File: src/rtl/vedic_pkg.sv
// Shared widths, stage records and the final-stage combine for the pipelined
// 4x4 Vedic multiplier.
package vedic_pkg;

    localparam int unsigned OP_W   = 4;
    localparam int unsigned HALF_W = 2;
    localparam int unsigned PP_W   = 4;
    localparam int unsigned PROD_W = 8;
    localparam int unsigned SUM_W  = PP_W + 1;
    localparam int unsigned HI_W   = PROD_W - HALF_W;

    // Stage 1: the four raw 2x2 partial products.
    typedef struct packed {
        logic              valid;
        logic [PP_W-1:0]   q0;
        logic [PP_W-1:0]   q1;
        logic [PP_W-1:0]   q2;
        logic [PP_W-1:0]   q3;
    } pp_stage_t;

    // Stage 2: cross terms already folded into s1.
    typedef struct packed {
        logic              valid;
        logic [PP_W-1:0]   q0;
        logic [PP_W-1:0]   q3;
        logic [SUM_W-1:0]  s1;
    } stage_t;

    // Max product is 225, so the 6-bit upper sum never carries out.
    function automatic logic [PROD_W-1:0] combine(input stage_t s);
        logic [HI_W-1:0] hi;
        hi = {s.q3, s.q0[PP_W-1:HALF_W]} + HI_W'(s.s1);
        return {hi, s.q0[HALF_W-1:0]};
    endfunction

endpackage

File: src/rtl/half_adder.sv
// Single-bit half adder used to build the 2x2 Vedic cell.
module half_adder (
    input  logic x,
    input  logic y,
    output logic s,
    output logic c
);

    assign s = x ^ y;
    assign c = x & y;

endmodule

File: src/rtl/vedic_2x2.sv
// 2x2 Urdhva-Tiryagbhyam multiplier cell: one AND for bit 0, two half adders
// for the vertical/crosswise columns.
module vedic_2x2
    import vedic_pkg::*;
(
    input  logic [HALF_W-1:0] a,
    input  logic [HALF_W-1:0] b,
    output logic [PP_W-1:0]   p
);

    logic cross_hi;
    logic cross_lo;
    logic top;
    logic c1;
    logic p1;
    logic p2;
    logic p3;

    assign cross_hi = a[1] & b[0];
    assign cross_lo = a[0] & b[1];
    assign top      = a[1] & b[1];

    half_adder u_ha_mid (.x(cross_hi), .y(cross_lo), .s(p1), .c(c1));
    half_adder u_ha_top (.x(top),      .y(c1),       .s(p2), .c(p3));

    assign p = {p3, p2, p1, a[0] & b[0]};

endmodule

File: src/rtl/vedic_mult_pipe.sv
// Three-stage pipelined 4x4 Vedic multiplier with valid/ready on both sides;
// each stage loads when empty or when the stage downstream is loading.
module vedic_mult_pipe
    import vedic_pkg::*;
(
    input  logic              clk,
    input  logic              rst,
    input  logic [OP_W-1:0]   a,
    input  logic [OP_W-1:0]   b,
    input  logic              in_valid,
    output logic              in_ready,
    output logic [PROD_W-1:0] P,
    output logic              out_valid,
    input  logic              out_ready
);

    logic [PP_W-1:0] pp0;
    logic [PP_W-1:0] pp1;
    logic [PP_W-1:0] pp2;
    logic [PP_W-1:0] pp3;

    pp_stage_t st1;
    stage_t    st2;

    logic load1;
    logic load2;
    logic load3;
    logic accept;

    vedic_2x2 u_pp0 (.a(a[HALF_W-1:0]),    .b(b[HALF_W-1:0]),    .p(pp0));
    vedic_2x2 u_pp1 (.a(a[OP_W-1:HALF_W]), .b(b[HALF_W-1:0]),    .p(pp1));
    vedic_2x2 u_pp2 (.a(a[HALF_W-1:0]),    .b(b[OP_W-1:HALF_W]), .p(pp2));
    vedic_2x2 u_pp3 (.a(a[OP_W-1:HALF_W]), .b(b[OP_W-1:HALF_W]), .p(pp3));

    // Ready ripples back combinationally from out_ready; empty stages always load.
    assign load3    = !out_valid | out_ready;
    assign load2    = !st2.valid | load3;
    assign load1    = !st1.valid | load2;
    assign in_ready = !rst & load1;
    assign accept   = in_valid & in_ready;

    always_ff @(posedge clk) begin
        if (rst) begin
            st1       <= '0;
            st2       <= '0;
            P         <= '0;
            out_valid <= 1'b0;
        end else begin
            if (load1) begin
                st1.valid <= accept;
                if (accept) begin
                    st1.q0 <= pp0;
                    st1.q1 <= pp1;
                    st1.q2 <= pp2;
                    st1.q3 <= pp3;
                end
            end
            if (load2) begin
                st2.valid <= st1.valid;
                if (st1.valid) begin
                    st2.q0 <= st1.q0;
                    st2.q3 <= st1.q3;
                    st2.s1 <= SUM_W'(st1.q1) + SUM_W'(st1.q2);
                end
            end
            if (load3) begin
                out_valid <= st2.valid;
                if (st2.valid) begin
                    P <= combine(st2);
                end
            end
        end
    end

endmodule

File: config.mk
export PLATFORM = sky130hd
export DESIGN_NAME = vedic_mult_pipe
export DESIGN_NICKNAME = d
export VERILOG_FILES = /design/src/rtl/vedic_pkg.sv /design/src/rtl/half_adder.sv /design/src/rtl/vedic_2x2.sv /design/src/rtl/vedic_mult_pipe.sv
export SDC_FILE = /design/constraint.sdc
export NUM_CORES = 1
export LEC_CHECK = 0
export CORE_UTILIZATION = 50
export DETAILED_ROUTE_END_ITERATION = 8
export DONT_BUFFER_PORTS = 1
export GPL_TIMING_DRIVEN = 0
export PLACE_DENSITY = 0.75
export SKIP_LAST_GASP = 1
export SLEW_MARGIN = 30
export SYNTH_ARGS = -nofsm -noshare
export SYNTH_HDL_FRONTEND = slang
export SYNTH_SLANG_ARGS = --single-unit
export TNS_END_PERCENT = 30
File: constraint.sdc
create_clock -name clk -period 1.8 [get_ports clk]
set_clock_uncertainty 0.2 [all_clocks]
set_input_delay 0.18 -clock clk [delete_from_list [all_inputs] [get_ports clk]]
set_output_delay 0.18 -clock clk [all_outputs]
set_load 0.01 [all_outputs]
# Yosys cells after proc, flatten, opt, wreduce, memory -nomap -nowiden
# Cells that the tools add are included.
# word_totals
reg_bits	40
in_bits	12
output_inout_bits	10
elab_cells	57
# classes
n_addsub	2
bitwise	37
n_reduce_logical	7
# op_table
operator	count
1-bit AND	26
1-bit bitwise XOR	8
6-bit by 5-bit adder with 6-bit output	1
2-bit AND reduction	3
4-bit by 4-bit adder with 5-bit output	1
1-bit zero test	4
1-bit OR	3

# Longest topological paths before layout
# logic_depth
word_depth	7
mapped_depth	7
mapped_depth_nobuf	7

# Cells and area by module
# A second synthesis with hierarchy kept.
# unflattened
hier_cells	243
hier_area_um2	2053.2
# modules_own_cells
module	instances	cells_per_inst	area_each_um2	seq_area_each_um2
vedic_mult_pipe	1	207	1762.9	800.8
vedic_2x2	4	7	47.5	0.0
half_adder	8	1	12.5	0.0

# Least setup slack after synthesis
# OpenSTA, ideal clock, no wires.
# synth_path
kind	register -> register
from	register st2[0] in the netlist's numbering
to	register P[6]
setup_ns	0.071
t_arrival_ns	1.324
required_time_ns	1.529
path_slack_ns	0.205
path_stages_with_launch	7
n_path_buf	0
path_cell_list	dfxtp_1 > ha_1 > fa_1 > nand3_1 > and3_1 > o21ai_0 > a21oi_1
# synth_between
elab_chain_len	1
# synth_lines
item	line_no	source
start: declaration	vedic_mult_pipe.sv:23	stage_t st2;
6-bit by 5-bit adder with 6-bit output	vedic_pkg.sv:32	hi = {s.q3, s.q0[PP_W-1:HALF_W]} + HI_W'(s.s1);
end signal: assignment	vedic_mult_pipe.sv:69	P <= combine(st2);
end: declaration	vedic_mult_pipe.sv:12	output logic [PROD_W-1:0] P,
# Every way passes these cells.
# A chain may end at the register's enable or synchronous reset.

# Worst setup path in the final report
# layout_path
from	register st2[12] in the netlist's numbering
to	register P[5]
# The elaborated chain is that of the path after synthesis.

==> metrics.txt <==
# TYPE chip_impl_metric gauge
chip_impl_metric{name="first_global_vias",unit=""} 1403
chip_impl_metric{name="pwr_density_cell",unit="mW/mm²"} 787
chip_impl_metric{name="clock_network_fraction_of_total_power",unit=""} 0.359
chip_impl_info{name="synthTopCellsByCount",value="nand2_1 (45), dfxtp_1 (40), a21oi_1 (27), ha_1 (17), nand2b_1 (15)"} 1
chip_impl_metric{name="port_buffers",unit=""} 0
chip_impl_metric{name="grt_remaining_overflow",unit=""} 0
chip_impl_metric{name="drt_pass1_iterations",unit=""} 4
chip_impl_metric{name="setup_slack",unit="ns"} 0.0819
chip_impl_metric{name="via_count",unit=""} 1515
chip_impl_metric{name="sequentialPowerShare",unit=""} 0.546
chip_impl_metric{name="p_int",unit="W"} 0.00130
chip_impl_metric{name="number_of_antenna_violating_nets_in_the_routed_design",unit=""} 0
chip_impl_metric{name="power.static_leakage",unit="nW"} 0.839
chip_impl_metric{name="combinational_share_of_power",unit=""} 0.094
chip_impl_metric{name="htree_levels",unit=""} 2
chip_impl_metric{name="horizontal_die_dimension",unit="µm"} 64.5
chip_impl_metric{name="rows",unit=""} 22
chip_impl_metric{name="synth-simple-area-share",unit=""} 0.255
chip_impl_metric{name="fraction_of_synthesized_cell_area_in_xor_and_xnor_cells",unit=""} 0.0134
chip_impl_metric{name="power_switching_share",unit=""} 0.241
chip_impl_info{name="synth_top_family_by_area",value="simple AND/OR/NAND/NOR gates"} 1
chip_impl_metric{name="post_drt_via_cell_ratio",unit=""} 5.24
chip_impl_metric{name="slew-limit-headroom",unit=""} 0.664
chip_impl_metric{name="ir_drop",unit="V"} 0.000434
chip_impl_metric{name="final.fill_count",unit=""} 368
chip_impl_info{name="path_class",value="register to register"} 1
chip_impl_metric{name="yosys-mux-area-fraction",unit=""} 0
chip_impl_metric{name="clock_sinks",unit=""} 40
chip_impl_metric{name="number_of_antenna_violations_at_the_first_check_in_global_routing",unit=""} 0
chip_impl_metric{name="pin_count_of_the_biggest_net_entering_global_routing",unit=""} 12
chip_impl_info{name="outcome",value="finished clean"} 1
chip_impl_metric{name="drt_wl_total",unit="µm"} 3800
chip_impl_metric{name="ff_latch_area",unit="µm²"} 801
chip_impl_metric{name="initial_core_util",unit=""} 0.526
chip_impl_metric{name="worst-endpoint-arrival",unit="ns"} 1.77
chip_impl_info{name="cts.root.buffer_cell",value="clkbuf_8"} 1
chip_impl_metric{name="min_period_over_period",unit=""} 0.955
chip_impl_metric{name="max_cap_violations",unit=""} 0
chip_impl_metric{name="holdWs",unit="ns"} 0.00508
chip_impl_metric{name="num_io_pins",unit=""} 22
chip_impl_metric{name="clk_pin_slew",unit="ns"} 0.08
chip_impl_metric{name="core_region_area",unit="mm²"} 0.00372
chip_impl_metric{name="drive_gt1_frac",unit=""} 0.0913
chip_impl_metric{name="nets",unit=""} 271
chip_impl_metric{name="detail_route.wl_per_cell",unit="µm"} 13.1
chip_impl_metric{name="critPathMaxFanout",unit=""} 3
chip_impl_metric{name="detailedRoute.firstIterationViolations",unit=""} 63
chip_impl_metric{name="synthesis.area",unit="mm²"} 0.00195
chip_impl_metric{name="pre_cts_slack",unit="ns"} 0.0943
chip_impl_metric{name="finish.cell_count_without_fillers",unit=""} 289
chip_impl_info{name="yosys_top_cell_by_area",value="dfxtp_1"} 1
chip_impl_metric{name="net_load_switching_power",unit="W"} 0.000414
chip_impl_metric{name="drc_violations_left",unit=""} 0
chip_impl_metric{name="postLayoutCoreUtil",unit=""} 0.587
chip_impl_metric{name="netlist-cell-type-count",unit=""} 32
chip_impl_metric{name="average_cell_area_after_synthesis",unit="µm²"} 8.65
chip_impl_metric{name="finalWeightedCongestion",unit=""} 0.824
chip_impl_metric{name="r2r_setup_slack",unit="ns"} 0.08
chip_impl_metric{name="synthesis.instances",unit=""} 226
chip_impl_metric{name="synth_sequential_area_ratio",unit=""} 0.410
chip_impl_metric{name="asyncSetResetFlopFracSynth",unit=""} 0
chip_impl_metric{name="synth_top_area_share",unit=""} 0.410
chip_impl_metric{name="ys.warnings.count",unit=""} 0
chip_impl_metric{name="post_cts_buffers",unit=""} 0
chip_impl_metric{name="synth_enable_flop_cells",unit=""} 0
chip_impl_info{name="synth_top_cells_by_area",value="dfxtp_1 (41%), ha_1 (11%), nand2_1 (8.6%)"} 1
chip_impl_metric{name="grt_pass1_wl",unit="µm"} 6560
chip_impl_metric{name="synth_nets",unit=""} 257
chip_impl_metric{name="setup_total_negative_slack",unit="ns"} 0
chip_impl_info{name="cp-start-kind",value="register"} 1
chip_impl_metric{name="cts_made_buffers",unit=""} 5
chip_impl_metric{name="diodes",unit=""} 0
chip_impl_metric{name="placed_cells",unit=""} 274
chip_impl_metric{name="synth-compound-area-share",unit=""} 0.153
chip_impl_info{name="hold_class",value="input pin to register"} 1
chip_impl_metric{name="min_clock_period_post_route",unit="ns"} 1.72
chip_impl_metric{name="layout-area-overhead-vs-synth",unit="%"} 11.5
chip_impl_metric{name="setup_violations",unit=""} 0
chip_impl_metric{name="multi_input_area",unit="mm²"} 0.00108
chip_impl_info{name="grt_setup_unrepaired",value="true"} 1
chip_impl_metric{name="worst-endpoint-required",unit="ns"} 1.85
chip_impl_info{name="synthMostInstantiatedCell",value="nand2_1"} 1
chip_impl_metric{name="achievable-frequency",unit="MHz"} 582
chip_impl_metric{name="synth_seq_cells",unit=""} 40
chip_impl_metric{name="hpwl",unit="µm"} 2810
chip_impl_info{name="tritoncts_clock_tree",value="done"} 1
chip_impl_info{name="synthFlopType",value="dfxtp_1"} 1
chip_impl_metric{name="ctsLongestPathBuffers",unit=""} 2
chip_impl_metric{name="chipHeight",unit="µm"} 64.5
chip_impl_info{name="worstSetupEndpointType",value="register"} 1
chip_impl_metric{name="insertion_delay",unit="ns"} 0.29
chip_impl_metric{name="design.die.area",unit="mm²"} 0.00416
chip_impl_metric{name="global_route.usage.total",unit=""} 0.211
chip_impl_metric{name="hold_violations",unit=""} 0
chip_impl_metric{name="maxSlewViolCount",unit=""} 0
chip_impl_metric{name="tightest_slew",unit="ns"} 0.504
chip_impl_metric{name="post_synth_fa_ha_maj_area_fraction",unit=""} 0.129
[power by group through the flow]
stage | sequential [W] | combinational (W) | clock (W)
floorplan | 0.000952 | 0.000119 | 0
global placement | 0.000956 | 0.000144 | 0
detailed placement | 0.000957 | 0.000146 | 0
CTS | 0.000936 | 0.000163 | 0.000630
global route | 0.000940 | 0.000186 | 0.000674
finish | 0.000937 | 0.000162 | 0.000616
[placed cells by master (no fill, tap or decap), types with 7 or more instances in the layout]
cell type / n
nand2_1: 45
dfxtp_1: 40
a21oi_1: 27
ha_1: 16
nand2b_1: 15
and2_1: 14
o21ai_0: 12
nor2_1: 9
dlygate4sd3_1: 7
[critical path, stage by stage (launching register included)]
cell and delay (ns):
dfxtp_1 0.41, ha_1 0.27, a211oi_2 0.28, nor2_1 0.10, nor4b_1 0.26, a211o_1 0.14
[cell type report]
type	count	area share
Buffer	10	0.0287
Clock buffer	8	0.0413
Inverter	4	0.00689
Multi-Input combinational cell	172	0.496
Sequential cell	40	0.367
Tap cell	48	0.0276
Timing Repair Buffer	7	0.0321
[repair_timing]
item                                    CTS  global route
resized for setup                         0             2
endpoints found under the setup margin    0             2
endpoints found under the hold margin    10             0
hold buffers                              7             0
[logic make-up after synthesis]
kind of cell             after synthesis
buffers and inverters                 14
XOR/XNOR                               3
AO/OA/AOI/OAI                         50
AND/OR/NAND/NOR                      100
adder cells (fa/ha/maj)               19
flip-flops                            40
[path summary, 6_finish.rpt]
check,end,from,cells past startpoint
hold reg to reg,st2[3],st2[3],2
setup / recovery,P[5],st2[12],5
hold / removal,P[5],rst,2
setup reg to reg,P[5],st2[12],5
[routing by layer]
layer,up-vias,global-route usage,wire length [µm]
li1,790,-,-
met1,681,0.258,1770
met2,34,0.339,1790
met3,10,0.0616,160
met4,0,0.0972,81
met5,-,0,0
[flip-flops by register name, summed over array words and instances (netlist names)]
signal and cells:
P 8, st2 14, st1 17, out_valid 1
[per-stage QoR]
stage,cell area [µm²],power [W]
after floorplan,1950,0.00107
after detailed placement,2010,0.00110
after CTS,2170,0.00173
final,2180,0.00172
after global placement,2010,0.00110
after global routing,2180,0.00180
No activity file was read; power rests on OpenSTA's default activity.
